File: config.mk
export PLATFORM = sky130hd
export DESIGN_NAME = mmio_timer
export DESIGN_NICKNAME = d
export VERILOG_FILES = /design/src/rtl/mmio_timer.sv
export SDC_FILE = /design/constraint.sdc
export NUM_CORES = 1
export LEC_CHECK = 0
export ABC_CLOCK_PERIOD_IN_PS = 5450
export BUFFER_PORTS_ARGS = -buffer_cell sky130_fd_sc_hd__buf_2
export CAP_MARGIN = 10
export CORE_ASPECT_RATIO = 0.6
export CORE_UTILIZATION = 45
export DETAILED_ROUTE_END_ITERATION = 10
export MAX_ROUTING_LAYER = met4
export PLACE_DENSITY = 0.66
export SYNTH_ARGS = -nofsm -noshare
export SYNTH_HDL_FRONTEND = slang
export SYNTH_SLANG_ARGS = --single-unit
File: constraint.sdc
create_clock -name clk -period 5.45 [get_ports clk]
set_input_delay 0.8175 -clock clk [delete_from_list [all_inputs] [get_ports clk]]
set_output_delay 0.8175 -clock clk [all_outputs]
set_load 0.01 [all_outputs]
File: src/rtl/mmio_timer.sv
// mmio_timer: memory-mapped timer/compare peripheral on the CPU data bus.
// Provides a prescaled up-counter with compare match, optional auto-reload,
// sticky write-1-to-clear MATCH/OVF flags and an interrupt request.
module mmio_timer #(
   parameter int DATA_LENGTH     = 32,
   parameter int COUNT_LENGTH    = 32,
   parameter int PRESCALE_LENGTH = 16
) (
   input  logic                   clk,
   input  logic                   rst,
   input  logic [DATA_LENGTH-1:0] Address,
   input  logic [DATA_LENGTH-1:0] DataIn,
   output logic [DATA_LENGTH-1:0] DataOut,
   input  logic                   Select,
   input  logic                   Write,
   output logic                   Irq
);

   localparam logic [2:0] OFF_CTRL     = 3'd0;
   localparam logic [2:0] OFF_STATUS   = 3'd1;
   localparam logic [2:0] OFF_PRESCALE = 3'd2;
   localparam logic [2:0] OFF_COMPARE  = 3'd3;
   localparam logic [2:0] OFF_COUNT    = 3'd4;

   localparam logic [COUNT_LENGTH-1:0] COUNT_MAX = {COUNT_LENGTH{1'b1}};

   logic [2:0]                 offset;
   logic                       bus_write;
   logic                       wr_ctrl;
   logic                       wr_status;
   logic                       wr_prescale;
   logic                       wr_compare;
   logic                       wr_count;

   logic                       ctrl_en;
   logic                       ctrl_auto_reload;
   logic                       ctrl_ie;
   logic                       status_match;
   logic                       status_ovf;
   logic [PRESCALE_LENGTH-1:0] prescale;
   logic [COUNT_LENGTH-1:0]    compare;
   logic [COUNT_LENGTH-1:0]    count;
   logic [PRESCALE_LENGTH-1:0] pre_cnt;
   logic                       tick;

   // Only the word offset within the block matters; the decoder already
   // qualified the upper address bits through Select.
   logic unused_addr_bits;
   assign unused_addr_bits = ^{Address[DATA_LENGTH-1:5], Address[1:0]};

   assign offset      = Address[4:2];
   assign bus_write   = Select & Write;
   assign wr_ctrl     = bus_write && (offset == OFF_CTRL);
   assign wr_status   = bus_write && (offset == OFF_STATUS);
   assign wr_prescale = bus_write && (offset == OFF_PRESCALE);
   assign wr_compare  = bus_write && (offset == OFF_COMPARE);
   assign wr_count    = bus_write && (offset == OFF_COUNT);

   assign tick = ctrl_en && (pre_cnt == prescale);

   // Configuration registers written directly by the CPU.
   always_ff @(posedge clk) begin
      if (!rst) begin
         ctrl_en          <= 1'b0;
         ctrl_auto_reload <= 1'b0;
         ctrl_ie          <= 1'b0;
         prescale         <= '0;
         compare          <= '0;
      end else begin
         if (wr_ctrl) begin
            ctrl_en          <= DataIn[0];
            ctrl_auto_reload <= DataIn[1];
            ctrl_ie          <= DataIn[2];
         end
         if (wr_prescale) begin
            prescale <= DataIn[PRESCALE_LENGTH-1:0];
         end
         if (wr_compare) begin
            compare <= DataIn[COUNT_LENGTH-1:0];
         end
      end
   end

   // Prescaler: restarts from zero on each tick, on a PRESCALE rewrite and
   // whenever the timer is disabled, so enabling always begins a full interval.
   always_ff @(posedge clk) begin
      if (!rst) begin
         pre_cnt <= '0;
      end else if (!ctrl_en || wr_prescale || tick) begin
         pre_cnt <= '0;
      end else begin
         pre_cnt <= pre_cnt + 1'b1;
      end
   end

   // Main counter and sticky flags; a CPU write to COUNT overrides the tick,
   // and hardware flag sets are placed after W1C clears so the set wins.
   always_ff @(posedge clk) begin
      if (!rst) begin
         count        <= '0;
         status_match <= 1'b0;
         status_ovf   <= 1'b0;
      end else begin
         if (wr_status) begin
            if (DataIn[0]) begin
               status_match <= 1'b0;
            end
            if (DataIn[1]) begin
               status_ovf <= 1'b0;
            end
         end
         if (wr_count) begin
            count <= DataIn[COUNT_LENGTH-1:0];
         end else if (tick) begin
            if (count == compare) begin
               status_match <= 1'b1;
            end
            if ((count == compare) && ctrl_auto_reload) begin
               count <= '0;
            end else begin
               count <= count + 1'b1;
               if (count == COUNT_MAX) begin
                  status_ovf <= 1'b1;
               end
            end
         end
      end
   end

   // Zero-latency read mux; a deselected bus or a reserved offset reads zero.
   always_comb begin
      DataOut = '0;
      if (Select) begin
         case (offset)
            OFF_CTRL: begin
               DataOut[2:0] = {ctrl_ie, ctrl_auto_reload, ctrl_en};
            end
            OFF_STATUS: begin
               DataOut[1:0] = {status_ovf, status_match};
            end
            OFF_PRESCALE: begin
               DataOut[PRESCALE_LENGTH-1:0] = prescale;
            end
            OFF_COMPARE: begin
               DataOut[COUNT_LENGTH-1:0] = compare;
            end
            OFF_COUNT: begin
               DataOut[COUNT_LENGTH-1:0] = count;
            end
            default: begin
               DataOut = '0;
            end
         endcase
      end
   end

   assign Irq = status_match & ctrl_ie;

endmodule

==> reports/metrics.yaml <==
run_status: "finished clean"
setup_violations: 0
maxCapViolCount: 0
grt-ovfl-total: 0
hold_path_class: "register to register"
hold_buffers: 0
synth.cell_area_um2: 5770
synthCells: 768
drt_iter0_drc: 534
cts_resized: 0
synth-edff-count: 0
clock_latency_ns: 0.35
slew_headroom_pct: 29.5
pin_count: 101
grt_pass1_vias: 4948
dp.cells: 955
synth_top_area_cell: "dfxtp_1"
root_buffer: "clkbuf_16"
synth_top_area_share_pct: 35.1
pwr_density_cell_nw_per_um2: 246
ys_top_cells_by_area: "dfxtp_1 (35%), xnor2_1 (9.0%), a21oi_1 (8.0%)"
clk_pin_slew_ns: 0.07
cp_slowest_cell: "nand2b_1"
reg2reg_slack_ns: 2.39
fin_skew_ns: 0.00886
seq_area_frac_synth_pct: 35.1
totalWireLength_um: 17900
hold_path_end: "compare[31]"
p_leak_nw: 2.18
cpPeakStageDelay_ns: 0.67
first_pass_iters: 5
cts_htree_levels: 3
layout_setup_ws_ns: 2.09
crit_top_cell: "buf_2"
slew_violations: 0
synth_ff_type: "dfxtp_1"
antenna_found_initial: 0
final.period_utilization_pct: 61.7
synth_area_per_cell_um2: 7.51
grt_max_degree: 55
synth_seq_cells: 101
worst-path-buf-inv: 3
area_growth_pct: 12.7
rsz0062_at_grt: "no"
max_freq_mhz: 297
arrival_ns: 2.55
vias: 5712
clockBufferDepth: 2
ys_types: 45
yosysWarnings: 0
fin_cells: 972
critPathCaptureType: "output pin"
cp_max_fo: 18
drc_errors: 0
grt_use_total_pct: 28.5
post_cts_buffers: 0
start_kind: "primary input"
post-route-min-period_ns: 3.36
dp_hpwl_um: 12700
final.fill_count: 1201
routedWlPerCell_um: 18.5
routabilityCongestion: 0.877
place.port_buffers: 71
r2r-start: "count[0]"
cp_cell_sequence: "buf_2 > nand2b_1 > nor2_1 > buf_4 > a22oi_1 > nor2b_1 > buf_2"
final_cell_mix: "nand2_1 (114), dfxtp_1 (101), a21oi_1 (92)"
r2r_cells: 8
grt_first_pass_wirelength_um: 28100
pre_cts_slack_ns: 1.88
synthArstFlopShare_pct: 0
critical_path.top_delay_family: "simple AND/OR/NAND/NOR gates"
die_area_um2: 13300
cts.sinks: 101
hold_viol: 0
peakVddDrop_mv: 0.157
rr_endpoint: "status_ovf"
worstHoldStart: "compare[31]"
cts_buffers: 9
die_x_um: 148
fp-row-count: 31
antenna_left: 0
drive_above_1_share_pct: 13.8
initial_core_util_pct: 47.0
viasPerCell: 5.88
critPathRequiredTime_ns: 4.63
tightestPinTransition_ns: 1.06
synth_nets: 838
num_antenna_cells: 0
cts_tree: "yes"
final_common_cell: "nand2_1"
seq_area_um2: 2020
die_h_um: 89.7
tns_ns: 0
coreArea_um2: 12300
nNetsFinal: 872
hold_depth: 2
path_class: "primary input to output pin"
multi_input_area_um2: 3470
## kinds of logic (layout without fill, tap and decap cells)
kind of cell             Yosys count  after routing  share of synthesized area (%)
AND/OR/NAND/NOR                  321            321                           27.8
AO/OA/AOI/OAI                    190            190                           18.1
flip-flops                       101            101                           35.1
XOR/XNOR                          68             68                           10.3
buffers and inverters             66            105                           4.77
multiplexers                      20             20                           3.52
adder cells (fa/ha/maj)            2              2                          0.434
## cell usage after synthesis, types with 2 or more instances
library cell,number
mux2_2,2
nor2b_1,36
nand4b_1,6
xor2_1,9
or3_1,2
nand3_1,28
buf_2,18
nor2_1,62
nor4_1,7
or4_1,2
xnor2_1,59
a211oi_1,3
and3_1,10
o21ai_0,51
o22ai_1,2
nand2_1,114
nor3_1,8
nand4_1,19
ha_1,2
and2_1,8
buf_1,2
inv_1,5
nand3b_1,5
a22oi_1,21
a31oi_1,17
and4_2,3
and4_1,3
clkbuf_1,38
a21oi_1,92
mux2i_1,18
dfxtp_1,101
nand2b_1,2
## where the power goes
part / leakage, nW / total, mW / internal [mW] / switching [mW]
Clock: 0.163 / 0.710 / 0.427 / 0.283
Sequential: 0.816 / 0.765 / 0.748 / 0.0165
Combinational: 1.20 / 0.121 / 0.0441 / 0.0774
Total: 2.18 / 1.60 / 1.22 / 0.377
## stage by stage
step / total power [mW] / utilization, % / area (um^2) / hold WS (ns)
floorplan: 0.851 / - / 5770 / 0.449
global placement: 0.897 / 50.3 / 6160 / 0.469
detailed placement: 0.900 / 50.3 / 6160 / 0.476
CTS: 1.60 / 52.9 / 6490 / 0.486
global route: 1.65 / 53.0 / 6500 / 0.506
finish: 1.60 / 53.0 / 6500 / 0.488
## how the worst max path moves through the flow
stage,slack (ns),end,from,cells after the start
floorplan,2.36,DataOut[21],Address[3],8
global placement,1.91,count[11],Address[2],9
detailed placement,1.88,count[11],Address[2],9
CTS,2.10,DataOut[23],Address[4],7
global route,1.96,count[12],Address[2],9
finish,2.09,DataOut[23],Address[4],7
## layer usage
metal  routed length, um  track usage (%)
met1                8880             43.2
met2                7160             39.3
met3                1760             4.49
met4                 139             4.59
met5                   0                -
## layout make-up
class	instances	area share, %
Clock buffer	12	3.95
Sequential cell	101	31.1
Tap cell	165	3.18
Multi-Input combinational cell	601	53.4
Timing Repair Buffer	83	6.91
Inverter	6	0.346
Clock inverter	4	1.08
## worst register-to-register path, stage by stage (launching register included)
cell and delay (ns):
dfxtp_1 0.56, ha_1 0.32, and4_1 0.33, nand4_1 0.25, nor2_1 0.48, nand3_1 0.20
nor4_1 0.61, a22oi_1 0.13, nor2_1 0.12
## state kept, by name (all words and copies together), names as in the netlist
signal and count:
prescale 16, compare 32, status_ovf 1, count 32, ctrl_en 1, pre_cnt 16
ctrl_auto_reload 1, ctrl_ie 1, status_match 1
No activity file was read; power rests on OpenSTA's default activity.
